`config.mk`:
```
export PLATFORM = sky130hd
export DESIGN_NAME = mem_arbiter_flat
export DESIGN_NICKNAME = d
export VERILOG_FILES = /design/src/rtl/mem_arbiter_if.sv /design/src/rtl/mem_arbiter.sv /design/src/flat_wrapper.sv
export SDC_FILE = /design/constraint.sdc
export NUM_CORES = 1
export LEC_CHECK = 0
export ABC_CLOCK_PERIOD_IN_PS = 4200
export BUFFER_PORTS_ARGS = -buffer_cell sky130_fd_sc_hd__buf_2
export CAP_MARGIN = 10
export CORE_MARGIN = 5
export CORE_UTILIZATION = 35
export DETAILED_ROUTE_END_ITERATION = 7
export PLACE_DENSITY = 0.86
export SYNTH_ARGS = -nofsm -noshare
export SYNTH_HDL_FRONTEND = slang
export SYNTH_SLANG_ARGS = --single-unit
```
`constraint.sdc`:
```
create_clock -name CLK -period 4.2 [get_ports CLK]
set_input_delay 0.63 -clock CLK [delete_from_list [all_inputs] [get_ports CLK]]
set_output_delay 0.63 -clock CLK [all_outputs]
set_load 0.02 [all_outputs]
```
`src/rtl/mem_arbiter_if.sv`:
```
// Bus bundle between the two requesters, the arbiter and the 64K x 8 system memory.
// The slave side is the arbiter; the master side is everything around it.
interface mem_arbiter_if;
    logic        REQ0, REQ1;
    logic        WE0, WE1;
    logic        LOCK0, LOCK1;
    logic [15:0] ADDR0, ADDR1;
    logic [7:0]  WDATA0, WDATA1;
    logic        GNT0, GNT1;
    logic        RVALID0, RVALID1;
    logic [7:0]  RDATA0, RDATA1;
    logic        MEM_WE;
    logic [15:0] MEM_ADDR;
    logic [7:0]  MEM_DIN;
    logic [7:0]  MEM_DOUT;

    modport slave (
        input  REQ0, REQ1, WE0, WE1, LOCK0, LOCK1, ADDR0, ADDR1, WDATA0, WDATA1, MEM_DOUT,
        output GNT0, GNT1, RVALID0, RVALID1, RDATA0, RDATA1, MEM_WE, MEM_ADDR, MEM_DIN
    );

    modport master (
        output REQ0, REQ1, WE0, WE1, LOCK0, LOCK1, ADDR0, ADDR1, WDATA0, WDATA1, MEM_DOUT,
        input  GNT0, GNT1, RVALID0, RVALID1, RDATA0, RDATA1, MEM_WE, MEM_ADDR, MEM_DIN
    );
endinterface

```
`src/rtl/mem_arbiter.sv`:
```
// Two-requester arbiter for the single-port 64K x 8 memory: fixed priority to requester 0,
// starvation escape for requester 1, and a bus lock for atomic read-modify-write.
module mem_arbiter #(
    parameter int MAX_WAIT = 4
) (
    input  logic          CLK,
    input  logic          RST,
    mem_arbiter_if.slave  bus
);
    localparam int          NUM_REQ = 2;
    localparam logic [3:0]  WMAX    = 4'(MAX_WAIT);

    logic [NUM_REQ-1:0]         req, we, lock, gnt, rd_pend;
    logic [NUM_REQ-1:0][15:0]   addr;
    logic [NUM_REQ-1:0][7:0]    wdata;

    logic        lock_valid;
    logic        lock_owner;
    logic [3:0]  wait_cnt;
    logic        mem_we;
    logic [15:0] mem_addr;
    logic [7:0]  mem_din;

    assign req   = {bus.REQ1,   bus.REQ0};
    assign we    = {bus.WE1,    bus.WE0};
    assign lock  = {bus.LOCK1,  bus.LOCK0};
    assign addr  = {bus.ADDR1,  bus.ADDR0};
    assign wdata = {bus.WDATA1, bus.WDATA0};

    // A held lock shuts out the other side even when the owner leaves the bus idle.
    always_comb begin
        gnt = '0;
        if (lock_valid)
            gnt[lock_owner] = req[lock_owner];
        else if (&req)
            gnt = (wait_cnt == WMAX) ? 2'b10 : 2'b01;
        else
            gnt = req;
    end

    always_comb begin
        mem_we   = 1'b0;
        mem_addr = '0;
        mem_din  = '0;
        for (int i = 0; i < NUM_REQ; i++) begin
            if (gnt[i]) begin
                mem_we   = we[i];
                mem_addr = addr[i];
                mem_din  = wdata[i];
            end
        end
    end

    always_ff @(posedge CLK) begin
        if (RST) begin
            lock_valid <= 1'b0;
            lock_owner <= 1'b0;
            wait_cnt   <= '0;
            rd_pend    <= '0;
        end else begin
            rd_pend <= gnt & ~we;

            if (gnt[1])
                wait_cnt <= '0;
            else if (req[1] && wait_cnt != WMAX)
                wait_cnt <= wait_cnt + 4'd1;

            // gnt[1] doubles as the index of whichever requester was accepted.
            if (|gnt) begin
                if (lock[gnt[1]]) begin
                    lock_valid <= 1'b1;
                    lock_owner <= gnt[1];
                end else if (lock_valid && lock_owner == gnt[1]) begin
                    lock_valid <= 1'b0;
                end
            end
        end
    end

    assign bus.GNT0     = gnt[0];
    assign bus.GNT1     = gnt[1];
    assign bus.RVALID0  = rd_pend[0];
    assign bus.RVALID1  = rd_pend[1];
    assign bus.RDATA0   = bus.MEM_DOUT;
    assign bus.RDATA1   = bus.MEM_DOUT;
    assign bus.MEM_WE   = mem_we;
    assign bus.MEM_ADDR = mem_addr;
    assign bus.MEM_DIN  = mem_din;
endmodule

```
`src/flat_wrapper.sv`:
```
// flat-port wrapper written by rule: the top's interface ports become plain ports
module mem_arbiter_flat 
#(
    parameter int MAX_WAIT = 4
)
  (CLK, RST, bus_REQ0, bus_REQ1, bus_WE0, bus_WE1, bus_LOCK0, bus_LOCK1, bus_ADDR0, bus_ADDR1, bus_WDATA0, bus_WDATA1, bus_MEM_DOUT, bus_GNT0, bus_GNT1, bus_RVALID0, bus_RVALID1, bus_RDATA0, bus_RDATA1, bus_MEM_WE, bus_MEM_ADDR, bus_MEM_DIN);
  mem_arbiter_if bus_i ();
  input  logic CLK;
  input  logic RST;
  input wire logic [$bits(bus_i.REQ0)-1:0] bus_REQ0;
  input wire logic [$bits(bus_i.REQ1)-1:0] bus_REQ1;
  input wire logic [$bits(bus_i.WE0)-1:0] bus_WE0;
  input wire logic [$bits(bus_i.WE1)-1:0] bus_WE1;
  input wire logic [$bits(bus_i.LOCK0)-1:0] bus_LOCK0;
  input wire logic [$bits(bus_i.LOCK1)-1:0] bus_LOCK1;
  input wire logic [$bits(bus_i.ADDR0)-1:0] bus_ADDR0;
  input wire logic [$bits(bus_i.ADDR1)-1:0] bus_ADDR1;
  input wire logic [$bits(bus_i.WDATA0)-1:0] bus_WDATA0;
  input wire logic [$bits(bus_i.WDATA1)-1:0] bus_WDATA1;
  input wire logic [$bits(bus_i.MEM_DOUT)-1:0] bus_MEM_DOUT;
  output wire logic [$bits(bus_i.GNT0)-1:0] bus_GNT0;
  output wire logic [$bits(bus_i.GNT1)-1:0] bus_GNT1;
  output wire logic [$bits(bus_i.RVALID0)-1:0] bus_RVALID0;
  output wire logic [$bits(bus_i.RVALID1)-1:0] bus_RVALID1;
  output wire logic [$bits(bus_i.RDATA0)-1:0] bus_RDATA0;
  output wire logic [$bits(bus_i.RDATA1)-1:0] bus_RDATA1;
  output wire logic [$bits(bus_i.MEM_WE)-1:0] bus_MEM_WE;
  output wire logic [$bits(bus_i.MEM_ADDR)-1:0] bus_MEM_ADDR;
  output wire logic [$bits(bus_i.MEM_DIN)-1:0] bus_MEM_DIN;
  assign bus_i.REQ0 = bus_REQ0;
  assign bus_i.REQ1 = bus_REQ1;
  assign bus_i.WE0 = bus_WE0;
  assign bus_i.WE1 = bus_WE1;
  assign bus_i.LOCK0 = bus_LOCK0;
  assign bus_i.LOCK1 = bus_LOCK1;
  assign bus_i.ADDR0 = bus_ADDR0;
  assign bus_i.ADDR1 = bus_ADDR1;
  assign bus_i.WDATA0 = bus_WDATA0;
  assign bus_i.WDATA1 = bus_WDATA1;
  assign bus_i.MEM_DOUT = bus_MEM_DOUT;
  assign bus_GNT0 = bus_i.GNT0;
  assign bus_GNT1 = bus_i.GNT1;
  assign bus_RVALID0 = bus_i.RVALID0;
  assign bus_RVALID1 = bus_i.RVALID1;
  assign bus_RDATA0 = bus_i.RDATA0;
  assign bus_RDATA1 = bus_i.RDATA1;
  assign bus_MEM_WE = bus_i.MEM_WE;
  assign bus_MEM_ADDR = bus_i.MEM_ADDR;
  assign bus_MEM_DIN = bus_i.MEM_DIN;
  mem_arbiter #(.MAX_WAIT(MAX_WAIT)) u_core (.CLK(CLK), .RST(RST), .bus(bus_i));
endmodule
```
==> run_results.csv <==
group,metric,value,unit
outcome,status,"finished, final reports clean",
floorplanning,row_count,18,
route,drtAntennaViolNets,0,
synthesis,syn_area,892,um2
synthesis,synth-seq-area-share,18.0,%
synthesis,syn-num-nets,167,
clock_tree,clock_latency,260,ps
place,portBuffers,84,
floorplanning,core,2450,um2
cells_and_area,regArea,160,um2
clock_tree,htreeDepth,1,
synthesis,synthMostInstantiatedCell,"a22o_1",
clock_tree,clk_pin_slew,60,ps
floorplanning,dieArea,3660,um2
clock_tree,cts_hold_buf,0,
global_routing,antenna_found_initial,0,
clock_tree,postCtsSetupRepairBufs,0,
setup_path,critPathTopFamily,"compound AO/OA/AOI/OAI gates",
sta,rsz0062_at_grt,"false",
place,post-place-cells,191,
cells_and_area,nFillCells,246,
global_routing,track_usage,15.2,%
power_and_ir_drop,powerDensity,241,nW/um2
global_routing,grt_pass1_vias,891,
sta,layout_setup_ws,1220,ps
sta,slew_violations,0,
synthesis,ys_ff_latch,8,
sta,fmax,336,MHz
setup_path,crit_path_end_kind,"output port",
setup_path,cp_max_fo,28,
synthesis,synth_edf_count,0,
route,drt-total-wl,3040,um
route,vias,1027,
clock_tree,cts_sinks,8,
synthesis,synthArstFlopShare,0,%
sta,maxSlewHeadroom,37.6,%
floorplanning,initial_core_util,36.3,%
setup_path,cp_data_arrival_time,2350,ps
sta,hold_ws,523,ps
place,place_hpwl,2500,um
setup_path,rrSetupSlack,2190,ps
power_and_ir_drop,ir_drop,0.000203,V
setup_path,worst_ep_required_time,3570,ps
sta,tns,0,ps
clock_tree,clock_path_buffers,2,
power_and_ir_drop,finalPower,285,uW
synthesis,yosysWarnings,0,
route,wl_per_cell,15.7,um
cells_and_area,stdcell_area,1180,um2
cells_and_area,fin_cells,194,
setup_path,slowest_delay,710,ps
setup_path,cp-start-kind,"register",
synthesis,yosysTopAreaCellShare,24.5,%
min_path,hold_depth,2,
cells_and_area,n_antenna_cell,0,
sta,min_period,2980,ps
place,pre_cts_slack,1470,ps
synthesis,synthFlopType,"dfxtp_1",
setup_path,r2r_end,"u_core.rd_pend[1]",
setup_path,crit_chain,"inv_1, ha_1, and3b_4, o211a_1, a22o_1, buf_2",
cells_and_area,final_nets,232,
synthesis,synth_commonest_cells,"a22o_1 (25), buf_4 (16), dfxtp_1 (8), nand2_1 (6)",
cells_and_area,utilization,48.2,%
cells_and_area,syn2layout_area_growth,32.5,%
route,post-route-drc-count,0,
setup_path,regToRegStartpoint,"u_core.wait_cnt[1]",
place,place.gp.congestion,0.830,
sta,tightest_slew,936,ps
floorplanning,die_width,60.5,um
global_routing,overflow,0,
setup_path,crit_buf_inv,2,
clock_tree,cts-root-buf,"clkbuf_4",
setup_path,path_class,"register to output port",
clock_tree,cts_made_buffers,3,
route,via_per_inst,5.29,
min_path,hp-start,"u_core.lock_owner",
sta,finalCritPeriodShare,70.9,%
sta,final-setup-viol-count,0,
sta,clock_skew,10.0,ps
route,drt-initial-drc-count,59,
setup_path,ff2ff_path_depth,5,
synthesis,synthTopCellsByArea,"a22o_1 (25%), dfxtp_1 (18%), buf_4 (13%)",
global_routing,grt_pass1_wl,4210,um
place,placed_cell_area,1160,um2
sta,final_hold_viol_count,0,
global_routing,grt_max_degree,29,
setup_path,slowest_stage,"o211a_1",
power_and_ir_drop,p_leak,0.653,nW
floorplanning,top_level_ports,109,
flow_run,cap_violations,0,
synthesis,synth_cell_type_count,32,
floorplanning,die_h,60.5,um
synthesis,avgSynthCellArea,8.83,um2
min_path,hp-class,"register to register",
clock_tree,cts_tree,"yes",
cells_and_area,layout-drive-gt1-share,56.1,%
cells_and_area,multi_input_area,523,um2
clock_tree,cts-resized-gates,0,
route,dr.pass1.iters,4,
synthesis,synthCells,101,
min_path,worstHoldEndpoint,"u_core.lock_owner",
synthesis,synth_area_leader_cell,"a22o_1",
==> sequential cells by signal, summed over array words and instances (netlist names) <==
register	cells
u_core.wait_cnt	4
u_core.lock_owner	1
u_core.rd_pend	2
u_core.lock_valid	1
==> power breakdown <==
| part | total [mW] | internal, mW | switching, mW |
|---|---|---|---|
| Sequential | 0.0828 | 0.0795 | 0.00332 |
| Clock | 0.0600 | 0.0328 | 0.0272 |
| Combinational | 0.143 | 0.0618 | 0.0808 |
| Total | 0.285 | 0.174 | 0.111 |
==> placed cells by master (no fill, tap or decap), drive strengths merged <==
cell,netlist,final
a211o,1,1
a211oi,1,1
a21oi,5,5
a22o,25,25
a31oi,1,1
a32o,2,2
and3,1,1
and3b,1,1
and4b,1,1
buf,23,84
clkbuf,1,3
dfxtp,8,8
ha,2,2
inv,5,5
mux2i,1,1
nand2,6,6
nand2b,3,3
nand3b,1,1
nand4,1,1
nor2,1,1
nor3b,2,2
o2111ai,1,1
o211a,2,2
o221a,1,1
o311a,1,1
o31ai,2,2
o32a,1,1
or3,1,1
==> worst max-delay path by stage <==
stage,startpoint,end,slack (ps),depth (start not counted)
floorplan,u_core.wait_cnt[0],bus_MEM_ADDR[14],1930,7
global placement,bus_REQ1,bus_MEM_ADDR[8],1510,5
detailed placement,bus_REQ1,bus_MEM_ADDR[14],1470,5
CTS,u_core.wait_cnt[1],bus_MEM_ADDR[8],1250,6
global route,u_core.wait_cnt[1],bus_MEM_ADDR[8],1080,6
finish,u_core.wait_cnt[1],bus_MEM_ADDR[8],1220,6
==> final cells by class <==
class | count | share of cell area [%]
tap | 30 | 3.17
clock buffer | 3 | 1.90
sequential | 8 | 13.5
multi-input combinational | 64 | 44.2
inverter | 5 | 1.59
timing repair buffer | 84 | 35.6
==> layer usage <==
metal	routed length, um	vias to the layer above	global-route usage (%)	part of all wire, %
met4	48	0	4.02	1.6
met1	1220	463	19.0	40
met3	259	6	7.45	8.5
li1	-	503	-	-
met2	1510	55	23.5	50
met5	0	-	0	0
==> worst reg2reg max path, cell delays in order (launching register included) <==
cell     delay, ps
dfxtp_1        340
inv_1           90
ha_1           260
and3b_4        260
o211a_1        710
nor3b_2        280
==> cells by family after synthesis <==
family                   Yosys count  synth area share, %
adder cells (fa/ha/maj)            2                 2.80
AO/OA/AOI/OAI                     43                 41.1
multiplexers                       1                 1.12
flip-flops                         8                 18.0
buffers and inverters             29                 23.4
AND/OR/NAND/NOR                   18                 13.6
Power figures use the tool's default switching activity.
